[config.mk]
export PLATFORM = sky130hd
export DESIGN_NAME = rst_seq_ctrl
export DESIGN_NICKNAME = d
export VERILOG_FILES = /design/src/rtl/rst_seq_pkg.sv /design/src/rtl/rst_seq_debounce.sv /design/src/rtl/rst_seq_ctrl.sv
export SDC_FILE = /design/constraint.sdc
export NUM_CORES = 1
export LEC_CHECK = 0
export CORE_MARGIN = 5
export CORE_UTILIZATION = 65
export DETAILED_ROUTE_END_ITERATION = 10
export DONT_BUFFER_PORTS = 1
export GPL_ROUTABILITY_DRIVEN = 0
export PLACE_DENSITY = 0.81
export SYNTH_ARGS = -nofsm -noshare
export SYNTH_HDL_FRONTEND = slang
export SYNTH_SLANG_ARGS = --single-unit
[constraint.sdc]
create_clock -name clk_sys_i -period 3.32 [get_ports clk_sys_i]
set_input_delay 0.664 -clock clk_sys_i [delete_from_list [all_inputs] [get_ports clk_sys_i]]
set_output_delay 0.664 -clock clk_sys_i [all_outputs]
set_load 0.01 [all_outputs]
[src/rtl/rst_seq_pkg.sv]
// Shared types for the reset sequencer: FSM state and reset-cause encodings.
// Latency: n/a (types and constants only).
// Backpressure: n/a.
package rst_seq_pkg;

  localparam int RstCauseW = 2;

  typedef enum logic [1:0] {
    StReset   = 2'd0,
    StHold    = 2'd1,
    StRelease = 2'd2,
    StRun     = 2'd3
  } rst_seq_state_e;

  typedef enum logic [RstCauseW-1:0] {
    RstCausePor = 2'd0,
    RstCausePll = 2'd1,
    RstCauseBtn = 2'd2,
    RstCauseSw  = 2'd3
  } rst_cause_e;

  function automatic int max3(input int a, input int b, input int c);
    int m;
    m = (a > b) ? a : b;
    return (m > c) ? m : c;
  endfunction

endpackage

[src/rtl/rst_seq_debounce.sv]
// 2-flop synchronizer for an async level input, with an optional debounce filter.
// Latency: 2 cycles sync; with debounce, DebounceCycles further cycles of stable level.
// Backpressure: none (free-running level path).
// Ports: clk_sys_i/rst_sys_ni clock and async active-low reset, d_i raw async level,
//        q_o synchronized (and optionally debounced) level; all flops reset to 0.
module rst_seq_debounce #(
  parameter int DebounceCycles = 1024,
  parameter bit DebounceEn     = 1'b1
) (
  input  logic clk_sys_i,
  input  logic rst_sys_ni,
  input  logic d_i,
  output logic q_o
);

  logic sync_q1;
  logic sync_q2;

  always_ff @(posedge clk_sys_i or negedge rst_sys_ni) begin
    if (!rst_sys_ni) begin
      sync_q1 <= 1'b0;
      sync_q2 <= 1'b0;
    end else begin
      sync_q1 <= d_i;
      sync_q2 <= sync_q1;
    end
  end

  if (DebounceEn) begin : g_debounce
    localparam int DbW = $clog2(DebounceCycles) + 1;

    logic [DbW-1:0] cnt_q;
    logic           state_q;

    // cnt_q counts consecutive samples that disagree with the accepted state;
    // any agreeing sample restarts the count, so bounces never accumulate.
    always_ff @(posedge clk_sys_i or negedge rst_sys_ni) begin
      if (!rst_sys_ni) begin
        cnt_q   <= '0;
        state_q <= 1'b0;
      end else if (sync_q2 == state_q) begin
        cnt_q <= '0;
      end else if (cnt_q == DbW'(DebounceCycles - 1)) begin
        cnt_q   <= '0;
        state_q <= sync_q2;
      end else begin
        cnt_q <= cnt_q + 1'b1;
      end
    end

    assign q_o = state_q;
  end else begin : g_sync_only
    assign q_o = sync_q2;
  end

endmodule

[src/rtl/rst_seq_ctrl.sv]
// Reset sequencer: merges PLL lock, button and software sources, then releases
// active-low domain resets in order. Latency: domain k released HoldCycles+k*StepCycles
// after sources clear; source-to-assert 1 cycle after sync/debounce. Backpressure: none.
// Ports: clk_sys_i, rst_sys_ni (async active-low), pll_locked_i, btn_rst_ni (async),
//        sw_rst_req_i (sync pulse); dom_rst_no, seq_done_o, rst_cause_o (all registered).
// Build option: RST_SEQ_BTN_DEBOUNCE_EN enables the button debounce filter.
module rst_seq_ctrl
  import rst_seq_pkg::*;
#(
  parameter int NumDomains     = 3,
  parameter int HoldCycles     = 16,
  parameter int StepCycles     = 8,
  parameter int DebounceCycles = 1024
) (
  input  logic                  clk_sys_i,
  input  logic                  rst_sys_ni,
  input  logic                  pll_locked_i,
  input  logic                  btn_rst_ni,
  input  logic                  sw_rst_req_i,
  output logic [NumDomains-1:0] dom_rst_no,
  output logic                  seq_done_o,
  output logic [RstCauseW-1:0]  rst_cause_o
);

  localparam int CntW = $clog2(max3(HoldCycles, StepCycles, DebounceCycles)) + 1;
  localparam int IdxW = $clog2(NumDomains) + 1;

`ifdef RST_SEQ_BTN_DEBOUNCE_EN
  localparam bit BtnDebounceEn = 1'b1;
`else
  localparam bit BtnDebounceEn = 1'b0;
`endif

  logic lock_s;
  logic btn_s;

  rst_seq_debounce #(
    .DebounceCycles(DebounceCycles),
    .DebounceEn    (1'b0)
  ) u_lock_sync (
    .clk_sys_i (clk_sys_i),
    .rst_sys_ni(rst_sys_ni),
    .d_i       (pll_locked_i),
    .q_o       (lock_s)
  );

  rst_seq_debounce #(
    .DebounceCycles(DebounceCycles),
    .DebounceEn    (BtnDebounceEn)
  ) u_btn_sync (
    .clk_sys_i (clk_sys_i),
    .rst_sys_ni(rst_sys_ni),
    .d_i       (btn_rst_ni),
    .q_o       (btn_s)
  );

  // Software requests only matter once the sequence has started; in RESET the
  // hardware sources alone decide when HOLD begins.
  logic hw_src;
  logic src_active;
  assign hw_src     = ~lock_s | ~btn_s;
  assign src_active = hw_src | sw_rst_req_i;

  rst_cause_e cause_d;
  always_comb begin
    cause_d = RstCauseSw;
    if (!lock_s)     cause_d = RstCausePll;
    else if (!btn_s) cause_d = RstCauseBtn;
  end

  rst_seq_state_e        state_q;
  logic [CntW-1:0]       cnt_q;
  logic [IdxW-1:0]       idx_q;
  logic [NumDomains-1:0] dom_q;
  logic                  done_q;
  rst_cause_e            cause_q;

  always_ff @(posedge clk_sys_i or negedge rst_sys_ni) begin
    if (!rst_sys_ni) begin
      state_q <= StReset;
      cnt_q   <= '0;
      idx_q   <= '0;
      dom_q   <= '0;
      done_q  <= 1'b0;
      cause_q <= RstCausePor;
    end else if (state_q == StReset) begin
      if (!hw_src) begin
        state_q <= StHold;
        cnt_q   <= CntW'(HoldCycles - 1);
      end
    end else if (src_active) begin
      state_q <= StReset;
      cnt_q   <= '0;
      idx_q   <= '0;
      dom_q   <= '0;
      done_q  <= 1'b0;
      cause_q <= cause_d;
    end else begin
      case (state_q)
        StHold: begin
          if (cnt_q == '0) begin
            dom_q[0] <= 1'b1;
            idx_q    <= IdxW'(1);
            if (NumDomains == 1) begin
              state_q <= StRun;
              done_q  <= 1'b1;
            end else begin
              state_q <= StRelease;
              cnt_q   <= CntW'(StepCycles - 1);
            end
          end else begin
            cnt_q <= cnt_q - 1'b1;
          end
        end
        StRelease: begin
          if (cnt_q == '0) begin
            dom_q <= dom_q | (NumDomains'(1) << idx_q);
            if (idx_q == IdxW'(NumDomains - 1)) begin
              state_q <= StRun;
              done_q  <= 1'b1;
            end else begin
              idx_q <= idx_q + 1'b1;
              cnt_q <= CntW'(StepCycles - 1);
            end
          end else begin
            cnt_q <= cnt_q - 1'b1;
          end
        end
        default: ;
      endcase
    end
  end

  assign dom_rst_no  = dom_q;
  assign seq_done_o  = done_q;
  assign rst_cause_o = cause_q;

endmodule
# == Yosys cells after proc, flatten, opt, wreduce, memory -nomap -nowiden ==
# Index checks and enable logic that the tools add are counted.
# classes
add_sub_neg,2
n_eq_ne,11
n_shift,1
n_mux,30
bitwise,6
n_reduce_logical,14
# op_table
cell,n
$mux 11,6
$pmux 11 s2,1
$mux 3,6
$mux 2,8
$ne 4x4->1 const B,3
$logic_not 11->1,1
$sub 11x1->11 const B,1
$reduce_and 5->1,2
$ne 3x3->1 const B,3
$reduce_and 4->1,2
$mux 1,6
$pmux 3 s2,1
$reduce_and 3->1,2
$reduce_bool 2->1,3
$ne 5x5->1 const B,1
$pmux 2 s2,1
$reduce_bool 4->1,1
$add 3x1->3 const B,1
$eq 3x2->1 const B,1
$not 1->1,3
$or 3x3->3,1
$reduce_bool 3->1,1
$shl 1x3->3 const A,1
$eq 2x1->1 const B,1
6 further kinds,7
# totals
regBits,26
out_inout_bits,6
wordCells,75

# == Depth between registers and ports, before layout ==
# Gate-level depths: netlist (run 1).
# depth
word_depth,6
mapped_depth,9

# == Modules after synthesis ==
# From an unflattened synthesis (run 1), not the netlist that was laid out.
# unflattened
cells_unflattened,151
hier_area_um2,1541.5
# modules_own_cells
module,n_inst,cells_per_inst,area_each_um2,seq_area_each_um2
rst_seq_ctrl,1,147,1441.4,550.5
rst_seq_debounce,2,2,50.0,50.0

# == Least setup slack after synthesis (run 1) ==
# Ideal clock, no wire load.
# synth_timing
path_kind,register -> register
start,register state_q[0]
end,register cnt_q[2]
setup_time_ps,126
t_arrival_ps,1834
path_slack_ps,1359
stages_incl_launch_ff,10
path_cell_list,dfrtp_1 > inv_1 > ha_1 > buf_2 > nand3b_1 > or3_1 > o21ai_4 > buf_4 > a21oi_1 > o32a_1
# synth_between
elab_chain_cells,4
elab_cells_between_ends,10
# synth_lines
item,line_no,source
from (decl),rst_seq_ctrl.sv:71,rst_seq_state_e state_q;
from (signal assigned),rst_seq_ctrl.sv:80,state_q <= StReset;
from (signal assigned),rst_seq_ctrl.sv:88,state_q <= StHold;
from (signal assigned),rst_seq_ctrl.sv:92,state_q <= StReset;
$eq 2x2->1 / $eq 2x1->1 (equally long branches),rst_seq_ctrl.sv:99,case (state_q)
$pmux 11 s2,rst_seq_ctrl.sv:99,
$mux 11,rst_seq_ctrl.sv:91,end else if (src_active) begin
$mux 11,rst_seq_ctrl.sv:86,end else if (state_q == StReset) begin
to (signal assigned),rst_seq_ctrl.sv:89,cnt_q <= CntW'(HoldCycles - 1);
to (signal assigned),rst_seq_ctrl.sv:109,cnt_q <= CntW'(StepCycles - 1);
to (signal assigned),rst_seq_ctrl.sv:112,cnt_q <= cnt_q - 1'b1;
to (decl),rst_seq_ctrl.sv:72,logic [CntW-1:0] cnt_q;
# Parallel ways exist; a longest one is shown, timed or not.
# A chain may end at the register's enable or synchronous reset.

# == Worst setup path in the final report (run 1) ==
# layout_timing
start,register state_q[0]
end,register cnt_q[4]
# The elaborated chain is that of the path after synthesis.

==> run summary, run 1 <==
Starting Density: 67.42%
Grt ovf: 0
Die width: 57.90 um
Initial drt markers: 31
Slowest cell on the critical path: dfrtp_1
Core Util, Final: 70.14%
Post-synth EDFFs: 0
Core area: 0.002212 mm2
Clock Skew: 0.01457 ns
Crit path required time: 3.53 ns
Setup slack, reg-to-reg: 0.99 ns
Drt pass-1 iters: 4
Synth cell count leaders: 26 x dfrtp_1, 17 x nor2_1, 15 x a21oi_1
H-tree depth: 1
CP Buf/Inv Count: 1
Yosys warns: 0
Layout cells sized above 1: 9.934%
Top cells by area, synth: dfrtp_1 44%, ha_1 7.6%, a21oi_1 5.0%, nor2_1 4.3%, nor3_1 2.3%
Residual DRC: 0
Crit-path cells: inv_1 -> ha_1 -> nand3b_1 -> or3_1 -> o21ai_4 -> mux2i_1 -> nor3_1
Pwr Density: 823.5 mW/mm2
Drt wl/cell: 16.67 um
Synth cell types: 48
Synth Instances: 151
CP peak stage delay: 0.43 ns
IO Count: 11
Worst-margin pin slew: 0.6968 ns
Nets@finish: 166
Worst r2r src: state_q[0]$_DFFE_PN0P_
Worst Setup EP: cnt_q[4]$_DFFE_PN0P_
Tcrit/Tclk final: 70.30%
Fin crit period: 2.334 ns
R2R cell count: 7
Root Driver: clkbuf_4
Clk slew on worst S/H paths: 0.16 ns
Die Y: 57.90 um
Post-DP Area: 0.001479 mm2
Clk_lat worst skew: 0.34 ns
Leakage: 0.6726 nW
Largest net degree at the start of global routing: 19
Hold Vio Cnt, Final: 0
Reg2reg end: cnt_q[4]$_DFFE_PN0P_
Area growth syn-to-layout: 4.027%
Clk sink count: 26
Post-synth ARST share: 100.0%
Mapped Nets: 165
Die area: 0.003352 mm2
Initial antenna violation count: 0
F_max: 428.4 MHz
WL final: 2.984 mm
Top delay family on crit path: simple AND/OR/NAND/NOR gates
WP data arrival: 2.55 ns
Max Slew Vio Count: 0
Via count: 1155
Longest Clk Path Bufs: 2
Maximum vdd drop: 0.5083 mV
Setup_tns: 0 ns
Top-area cell type share of the netlist area: 43.62%
GRT Total Usage: 19.58%
Diode count: 0
Final worst slack: 0.9859 ns
Critical Path Source Type: register
Pre-CTS WS: 0.9615 ns
FP Rows: 17
Count leader, synth: dfrtp_1
Max-Cap Viols: 0
Post-synthesis sequential area ratio: 43.62%
First-pass GRT wire length: 5.154 mm
Crit path max fanout: 17
Final setup violation count: 0
Cell Area, Synth: 0.001491 mm2
Crit. End Element: register
Worst setup startpoint: state_q[0]$_DFFE_PN0P_
Post-DP HPWL: 2.087 mm
Status: completed
Hold Path Class: in -> reg
Worst Hold Depth: 0
Crit. path cell count: 7
Primary FF master, synth: dfrtp_1
Via density per instance: 6.453
Antenna viol nets, final: 0
Slew HR: 53.40%
Post-route cell area: 0.001551 mm2
Setup Buffers After CTS: 0
Kind of critical path: reg -> reg
RSZ-0062 raised after global routing: false
Top cell type by total area after synthesis: dfrtp_1
CTS tree: yes
Vias in the first global route: 1114
Register bit total from synthesis: 26
CTS buffer count: 3
Mean Syn Cell Area: 9.877 um2
IO Port Bufs: 0
Power, Total: 1.278 mW
==> placed cells by master, fill, tap and decap left out, drive strengths merged, types with 2 or more instances in the layout <==
master / count
dfrtp: 26
nor2: 17
a21oi: 15
ha: 9
inv: 8
o21ai: 8
nor3: 7
nand2: 4
or3: 4
a31oi: 4
nor2b: 4
o22a: 3
clkbuf: 3
nand3b: 2
o31a: 2
o31ai: 2
or4: 2
o211ai: 2
nand2b: 2
dlygate4sd3: 2
nor4: 2
nand3: 2
and3: 2
==> final cells by class <==
class	instances	area, um2
clock buffers	3	22.52
multi-input cells	111	763.2
inverters	8	30.03
clock inverters	1	30.03
well taps	28	35.03
fillers	175	660.6
flip-flops and latches	26	650.6
repair buffers	2	20.02
==> power by group <==
group          total, mW  internal [mW]  switching [mW]
clock network      0.225          0.122           0.103
logic              0.560          0.226           0.334
registers          0.493          0.398          0.0949
total               1.28          0.746           0.531
==> per-layer routing <==
metal / global-route usage, % / wire length [um] / part of all wire (%) / up-vias
met5: 0 / 0 / 0 / -
li1: - / - / - / 548
met2: 32.90 / 1413 / 47 / 32
met4: 6.291 / 42 / 1.4 / 0
met1: 26.20 / 1378 / 46 / 570
met3: 2.450 / 150 / 5.0 / 5
==> metrics by stage <==
stage | std cells | hold slack (ns)
2_1_floorplan | 151 | 0.3312
4_1_cts | 178 | 0.0004807
3_3_place_gp | 173 | 0.3332
5_1_grt | 179 | 0.3175
3_5_place_dp | 173 | 0.3364
6_report | 179 | 0.3267
==> how the worst min path moves through the flow <==
stage / end / slack, ns / from
6_report: u_lock_sync.sync_q1$_DFF_PN0_ / 0.33 / pll_locked_i
5_1_grt: u_lock_sync.sync_q1$_DFF_PN0_ / 0.32 / pll_locked_i
4_1_cts: state_q[0]$_DFFE_PN0P_ / 0.0005 / rst_sys_ni
3_5_place_dp: u_lock_sync.q_o$_DFF_PN0_ / 0.34 / u_lock_sync.sync_q1$_DFF_PN0_
3_3_place_gp: u_lock_sync.q_o$_DFF_PN0_ / 0.33 / u_lock_sync.sync_q1$_DFF_PN0_
2_1_floorplan: u_btn_sync.q_o$_DFF_PN0_ / 0.33 / u_btn_sync.sync_q1$_DFF_PN0_
==> timing repair <==
item	4_1_cts	5_1_grt
hold buffers	1	1
resized for setup	0	0
endpoints found under the hold margin	15	11
==> logic make-up after synthesis <==
logic type / synth area share (%)
and+or+nand+nor: 20.22
xor gates and xnor gates: 1.175
adders and majority gates: 7.550
muxes: 1.426
DFF: 43.62
buffers and inverters: 5.202
AOI/OAI and AO/OA: 20.81
==> worst reg2reg max path: cells and delay by family, from the launching register on <==
kind	cells	cell delay, ns
buffers and inverters	1	0.11
muxes	1	0.24
DFF	1	0.43
AOI/OAI and AO/OA	1	0.38
adders and majority gates	1	0.36
and+or+nand+nor	3	0.70
==> state kept, by name, indices dropped and copies added (netlist names) <==
name                 flops
rst_cause_o              2
u_btn_sync.sync_q1       1
seq_done_o               1
state_q                  2
cnt_q                   11
u_btn_sync.q_o           1
idx_q                    3
u_lock_sync.sync_q1      1
u_lock_sync.q_o          1
dom_rst_no               3
No activity file was read; power rests on OpenSTA's default activity.
==> inputs of run 2 (changes only) <==
--- a/config.mk
+++ b/config.mk
@@ -5,12 +5,13 @@
 export SDC_FILE = /design/constraint.sdc
 export NUM_CORES = 1
 export LEC_CHECK = 0
+export CORE_ASPECT_RATIO = 0.5
 export CORE_MARGIN = 5
-export CORE_UTILIZATION = 65
+export CORE_UTILIZATION = 56
 export DETAILED_ROUTE_END_ITERATION = 10
 export DONT_BUFFER_PORTS = 1
 export GPL_ROUTABILITY_DRIVEN = 0
-export PLACE_DENSITY = 0.81
+export PLACE_DENSITY = 0.74
 export SYNTH_ARGS = -nofsm -noshare
 export SYNTH_HDL_FRONTEND = slang
 export SYNTH_SLANG_ARGS = --single-unit
==> constraint.sdc (replaced) <==
create_clock -name clk_sys_i -period 1.93 [get_ports clk_sys_i]
set_input_delay 0.386 -clock clk_sys_i [delete_from_list [all_inputs] [get_ports clk_sys_i]]
set_output_delay 0.386 -clock clk_sys_i [all_outputs]
set_load 0.01 [all_outputs]
==> run summary, run 2 (synthesis gave the netlist of run 1 again) <==
Root Driver: clkbuf_8 (was clkbuf_4)
Die width: 82.99 um (was 57.90 um)
Critical Path Source Type: register (unchanged)
Vias in the first global route: 1155 (was 1114)
CTS buffer count: 3 (unchanged)
Layout cells sized above 1: 27.17% (was 9.934%)
Slew HR: 66.20% (was 53.40%)
Via density per instance: 5.795 (was 6.453)
Crit path required time: 2.11 ns (was 3.53 ns)
Status: finished, violations left (was completed)
Initial antenna violation count: 0 (unchanged)
Post-DP HPWL: 2.227 mm (was 2.087 mm)
Power, Total: 2.557 mW (was 1.278 mW)
Worst hold start: btn_rst_ni (was pll_locked_i)
Worst r2r src: cnt_q[0]$_DFFE_PN0P_ (was state_q[0]$_DFFE_PN0P_)
GRT Total Usage: 18.10% (was 19.58%)
Longest Clk Path Bufs: 2 (unchanged)
Drt pass-1 iters: 5 (was 4)
CP Buf/Inv Count: 1 (unchanged)
WP data arrival: 2.12 ns (was 2.55 ns)
Worst-margin pin slew: 0.5027 ns (was 0.6968 ns)
Crit. End Element: register (unchanged)
Top delay family on crit path: simple AND/OR/NAND/NOR gates (unchanged)
Pwr Density: 1406 mW/mm2 (was 823.5 mW/mm2)
Residual DRC: 0 (unchanged)
Most frequent cells in the layout: 26 x dfrtp_1, 21 x buf_4, 17 x nor2_1 (was 26 x dfrtp_1, 17 x nor2_1, 15 x a21oi_1)
Clk sink count: 26 (unchanged)
Via count: 1217 (was 1155)
Worst setup startpoint: cnt_q[0]$_DFFE_PN0P_ (was state_q[0]$_DFFE_PN0P_)
Die area: 0.003858 mm2 (was 0.003352 mm2)
Area growth syn-to-layout: 21.98% (was 4.027%)
Leakage: 0.8006 nW (was 0.6726 nW)
F_max: 515.6 MHz (was 428.4 MHz)
R2R cell count: 5 (was 7)
Slowest cell on the critical path: or4_4 (was dfrtp_1)
Kind of critical path: reg -> reg (unchanged)
CTS tree: yes (unchanged)
CP most frequent cell: or4_4
Crit. path cell count: 5 (was 7)
Drt wl/cell: 15.66 um (was 16.67 um)
RSZ-0062 raised after global routing: true (was false)
Core area: 0.002570 mm2 (was 0.002212 mm2)
Largest net degree at the start of global routing: 27 (was 19)
Antenna viol nets, final: 0 (unchanged)
Clk slew on worst S/H paths: 0.09 ns (was 0.16 ns)
Final setup violation count: 1 (was 0)
First-pass GRT wire length: 5.340 mm (was 5.154 mm)
Reg area: 650.6 um2 (unchanged)
Hold Vio Cnt, Final: 0 (unchanged)
IO Port Bufs: 0 (unchanged)
Crit path max fanout: 3 (was 17)
Max Slew Vio Count: 0 (unchanged)
Clock Skew: 0.004454 ns (was 0.01457 ns)
CP peak stage delay: 0.52 ns (was 0.43 ns)
Setup slack, reg-to-reg: -0.009 ns (was 0.99 ns)
Violated checks: setup timing
Die Y: 46.49 um (was 57.90 um)
Grt ovf: 0 (unchanged)
Finished Layout Cells: 210 (was 179)
Most common cell after layout, fill and taps aside: dfrtp_1 (unchanged)
WL final: 3.289 mm (was 2.984 mm)
Layout fillers: 204 (was 175)
Pre-CTS WS: -0.005659 ns (was 0.9615 ns)
Worst Setup EP: cnt_q[7]$_DFFE_PN0P_ (was cnt_q[4]$_DFFE_PN0P_)
Post-DP Area: 0.001650 mm2 (was 0.001479 mm2)
Area of the multi-input gates: 829.5 um2 (was 763.2 um2)
Final worst slack: -0.009439 ns (was 0.9859 ns)
Reg2reg end: cnt_q[7]$_DFFE_PN0P_ (was cnt_q[4]$_DFFE_PN0P_)
Placed insts: 201 (was 173)
Post-route cell area: 0.001819 mm2 (was 0.001551 mm2)
IO Count: 11 (unchanged)
Initial drt markers: 53 (was 31)
Hold Path Class: in -> reg (unchanged)
Nets@finish: 188 (was 166)
Max-Cap Viols: 0 (unchanged)
Maximum vdd drop: 0.7713 mV (was 0.5083 mV)
FP Rows: 13 (was 17)
Fin crit period: 1.939 ns (was 2.334 ns)
Largest Register: cnt_q (unchanged)
Clk_lat worst skew: 0.28 ns (was 0.34 ns)
H-tree depth: 1 (unchanged)
Crit-path cells: buf_4 -> or4_4 -> or4_4 -> o21a_1 -> o22a_1 (was inv_1 -> ha_1 -> nand3b_1 -> or3_1 -> o21ai_4 -> mux2i_1 -> nor3_1)
Diode count: 0 (unchanged)
Tcrit/Tclk final: 100.5% (was 70.30%)
Max reg flops: 11 (unchanged)
Starting Density: 58.03% (was 67.42%)
[run 2: cell type report]
type	instances	area share (%)
sequential	26	35.76
inverter	8	1.651
tap	37	2.545
clock buffer	4	3.026
timing repair buffer	24	11.42
multi-input combinational	111	45.60
[run 2: where the power goes]
| part | switching (mW) | leakage [nW] | internal, mW |
|---|---|---|---|
| registers | 0.158 | 0.332 | 0.685 |
| logic | 0.667 | 0.440 | 0.680 |
| clock network | 0.183 | 0.0288 | 0.183 |
[run 2: repair_timing]
action	in CTS	in global routing
endpoints found under the hold margin	26	0
pin swaps	0	2
hold buffers	2	0
gates cloned	0	0
resized for setup	1	12
setup buffers	0	3
endpoints found under the setup margin	2	10
[run 2: metrics by stage]
stage	hold WS, ns	TNS [ns]	utilization [%]
final	0.1248	-0.009439	70.79
after global routing	0.1112	-0.1531	70.79
after CTS	0.1253	0	67.87
after detailed placement	0.09118	-0.005659	64.22
after global placement	0.09102	0	64.22
after floorplan	0.09041	0	-
[run 2: worst min path at each step]
stage | cells after the start | end | slack (ns)
after floorplan | 0 | cnt_q[0]$_DFFE_PN0P_ | 0.09
after global placement | 0 | cnt_q[0]$_DFFE_PN0P_ | 0.09
after detailed placement | 0 | cnt_q[0]$_DFFE_PN0P_ | 0.09
after CTS | 0 | u_btn_sync.sync_q1$_DFF_PN0_ | 0.13
after global routing | 0 | u_btn_sync.sync_q1$_DFF_PN0_ | 0.11
final | 0 | u_btn_sync.sync_q1$_DFF_PN0_ | 0.12
[run 2: layer usage]
layer / track usage, % / routed length (um) / up-vias
met5: 0 / 0 / -
met1: 21.23 / 1488 / 602
met4: 9.121 / 64 / 0
met3: 4.464 / 112 / 8
met2: 32.32 / 1623 / 16
li1: - / - / 591
==> inputs of run 3 (changes only) <==
--- a/config.mk
+++ b/config.mk
@@ -14,4 +14,5 @@
 export PLACE_DENSITY = 0.74
 export SYNTH_ARGS = -nofsm -noshare
 export SYNTH_HDL_FRONTEND = slang
+export SYNTH_HIERARCHICAL = 1
 export SYNTH_SLANG_ARGS = --single-unit
==> run summary, run 3 <==
Area of the multi-input gates: 937.1 um2 (was 829.5 um2)
Crit path max fanout: 8 (was 3)
Yosys warns: 6 (was 0)
Clk sink count: 26 (unchanged)
Final hold slack: 0.1275 ns (was 0.1248 ns)
Most frequent cells in the layout: 25 x dfrtp_1, 24 x buf_4, 13 x nor2_1 (was 26 x dfrtp_1, 21 x buf_4, 17 x nor2_1)
Final setup violation count: 0 (was 1)
Crit-path cells: inv_2 -> ha_1 -> nor3b_4 -> nand4b_4 -> o211ai_4 -> buf_4 -> or3_1 -> a21oi_2 (was buf_4 -> or4_4 -> or4_4 -> o21a_1 -> o22a_1)
Layout cells sized above 1: 36.46% (was 27.17%)
Crit path required time: 2.10 ns (was 2.11 ns)
Mapped Nets: 165 (unchanged)
Drt wl/cell: 18.17 um (was 15.66 um)
First-pass GRT wire length: 6.120 mm (was 5.340 mm)
Status: completed (was finished, violations left)
Tcrit/Tclk final: 99.95% (was 100.5%)
Mean Syn Cell Area: 10.21 um2 (was 9.877 um2)
Max-Cap Viols: 0 (unchanged)
Placed insts: 201 (unchanged)
RSZ-0062 raised after global routing: true (unchanged)
Count leader, synth: dfrtp_1 (unchanged)
Via density per instance: 6.023 (was 5.795)
Crit. End Element: register (unchanged)
Kind of critical path: reg -> reg (unchanged)
Starting Density: 58.86% (was 58.03%)
Post-synth ARST share: 100.0% (unchanged)
Top cell type by total area after synthesis: dfrtp_1 (unchanged)
Critical Path Source Type: register (unchanged)
Top-area cell type share of the netlist area: 42.21% (was 43.62%)
Longest Clk Path Bufs: 2 (unchanged)
Leakage: 0.8621 nW (was 0.8006 nW)
Die Y: 47.10 um (was 46.49 um)
IO Port Bufs: 0 (unchanged)
Register bit total from synthesis: 26 (unchanged)
Max Slew Vio Count: 0 (unchanged)
Cell Area, Synth: 0.001541 mm2 (was 0.001491 mm2)
F_max: 518.4 MHz (was 515.6 MHz)
Top cells by area, synth: dfrtp_1 42%, ha_1 7.3%, a21oi_1 3.9%, nor2_1 3.2%, inv_1 2.9% (was dfrtp_1 44%, ha_1 7.6%, a21oi_1 5.0%, nor2_1 4.3%, nor3_1 2.3%)
Area growth syn-to-layout: 28.41% (was 21.98%)
IO Count: 11 (unchanged)
Synth cell count leaders: 26 x dfrtp_1, 13 x nor2_1, 12 x a21oi_1, 12 x inv_1, 9 x ha_1 (was 26 x dfrtp_1, 17 x nor2_1, 15 x a21oi_1)
Synth Instances: 151 (unchanged)
H-tree depth: 1 (unchanged)
Hold Path Class: in -> reg (unchanged)
Antenna viol nets, final: 0 (unchanged)
Largest Register: cnt_q (unchanged)
FP Rows: 13 (unchanged)
Nets@finish: 196 (was 188)
Fin crit period: 1.929 ns (was 1.939 ns)
CTS tree: yes (unchanged)
Clk_lat worst skew: 0.28 ns (about the same)
Synth cell types: 49 (was 48)
Root Driver: clkbuf_8 (unchanged)
Clock Skew: 0.001989 ns (was 0.004454 ns)
Pwr Density: 1455 mW/mm2 (was 1406 mW/mm2)
Top delay family on crit path: simple AND/OR/NAND/NOR gates (unchanged)
Via count: 1313 (was 1217)
WP data arrival: 2.10 ns (was 2.12 ns)
CTS buffer count: 3 (unchanged)
Finished Layout Cells: 218 (was 210)
Final worst slack: 0.0008922 ns (was -0.009439 ns)
Die area: 0.003966 mm2 (was 0.003858 mm2)
Initial antenna violation count: 0 (unchanged)
Vias in the first global route: 1295 (was 1155)
Post-DP HPWL: 2.536 mm (was 2.227 mm)
GRT Total Usage: 20.61% (was 18.10%)
Most common cell after layout, fill and taps aside: dfrtp_1 (unchanged)
Diode count: 0 (unchanged)
Hold Vio Cnt, Final: 0 (unchanged)
Largest net degree at the start of global routing: 27 (unchanged)
Core area: 0.002619 mm2 (was 0.002570 mm2)
Reg area: 651.9 um2 (was 650.6 um2)
Clk slew on worst S/H paths: 0.09 ns (about the same)
Slew HR: 75.47% (was 66.20%)
Pre-CTS WS: -0.05607 ns (was -0.005659 ns)
Maximum vdd drop: 0.8526 mV (was 0.7713 mV)
Residual DRC: 0 (unchanged)
Post-synth EDFFs: 0 (unchanged)
Drt pass-1 iters: 4 (was 5)
Layout fillers: 168 (was 204)
Worst-margin pin slew: 0.3633 ns (was 0.5027 ns)
Initial drt markers: 80 (was 53)
Max reg flops: 11 (unchanged)
Grt ovf: 0 (unchanged)
Slowest cell on the critical path: dfrtp_1 (was or4_4)
Power, Total: 2.881 mW (was 2.557 mW)
CP Buf/Inv Count: 2 (was 1)
Die width: 84.20 um (was 82.99 um)
Primary FF master, synth: dfrtp_1 (unchanged)
Post-synthesis sequential area ratio: 42.21% (was 43.62%)
WL final: 3.960 mm (was 3.289 mm)
CP peak stage delay: 0.40 ns (was 0.52 ns)
run 3: cell count changes after synthesis, sizes merged, moves of 3 or more:
cell and delta:
inv +4, a21oi -3, nor2 -3, o22ai +3, or2 +3
run 3: logic make-up after synthesis:
kind of cell	synth area share, %
AND/OR/NAND/NOR	21.35
AO/OA/AOI/OAI	21.83
flip-flops	42.21
buffers and inverters	4.383
adder cells (fa/ha/maj)	7.305
multiplexers	2.922
run 3: worst register-to-register path, delay by kind of cell (launching register included):
kind / cells / cell delay [ns]
flops: 1 / 0.40
simple gates: 3 / 0.64
fa+ha+maj: 1 / 0.16
compound gates: 2 / 0.39
buf+inv: 2 / 0.23
run 3: worst paths after layout:
path	from	end	slack [ns]	cells after the start
max	cnt_q[0]$_DFFE_PN0P_	cnt_q[7]$_DFFE_PN0P_	0.0009	8
min	btn_rst_ni	u_btn_sync/sync_q1$_DFF_PN0_	0.13	0
max reg2reg	cnt_q[0]$_DFFE_PN0P_	cnt_q[7]$_DFFE_PN0P_	0.0009	8
min reg2reg	u_btn_sync/sync_q1$_DFF_PN0_	u_btn_sync/q_o$_DFF_PN0_	0.36	0
max in group asynchronous	rst_sys_ni	cnt_q[6]$_DFFE_PN0P_	1.24	2
min in group asynchronous	rst_sys_ni	cnt_q[5]$_DFFE_PN0P_	0.53	2
run 3: cell type report:
type | count | area share [%]
Clock buffer | 4 | 2.781
Sequential cell | 26 | 32.93
Multi-Input combinational cell | 110 | 47.35
Tap cell | 37 | 2.339
Inverter | 12 | 2.276
Timing Repair Buffer | 29 | 12.33
run 3: where the power goes:
part / internal [mW] / switching (mW) / total, mW / leakage [nW]
combinational: 0.805 / 0.877 / 1.68 / 0.502
sequential: 0.682 / 0.153 / 0.835 / 0.331
clock: 0.183 / 0.180 / 0.363 / 0.0288
total: 1.67 / 1.21 / 2.88 / 0.862
run 3: stage by stage:
stage | setup TNS (ns) | instance area [um2] | utilization [%]
2_1_floorplan | 0 | 1549 | -
3_3_place_gp | 0 | 1700 | 64.93
3_5_place_dp | -0.1395 | 1700 | 64.93
4_1_cts | -0.007694 | 1851 | 70.66
5_1_grt | -0.7148 | 1979 | 75.59
6_report | 0 | 1979 | 75.59
run 3: layer usage:
| metal | share of wire, % | up-vias | track usage [%] |
|---|---|---|---|
| met3 | 4.0 | 12 | 4.553 |
| li1 | - | 622 | - |
| met5 | 0 | - | 0 |
| met2 | 49 | 35 | 35.89 |
| met4 | 2.5 | 0 | 11.54 |
| met1 | 45 | 644 | 25.00 |
run 3: timing repair:
item / 4_1_cts / 5_1_grt
hold buffers: 2 / 0
resized for setup: 5 / 19
setup buffers: 4 / 6
endpoints found under the setup margin: 4 / 16
hold endpoints to repair: 26 / 0
pin swaps: 3 / 14
cloned: 1 / 0
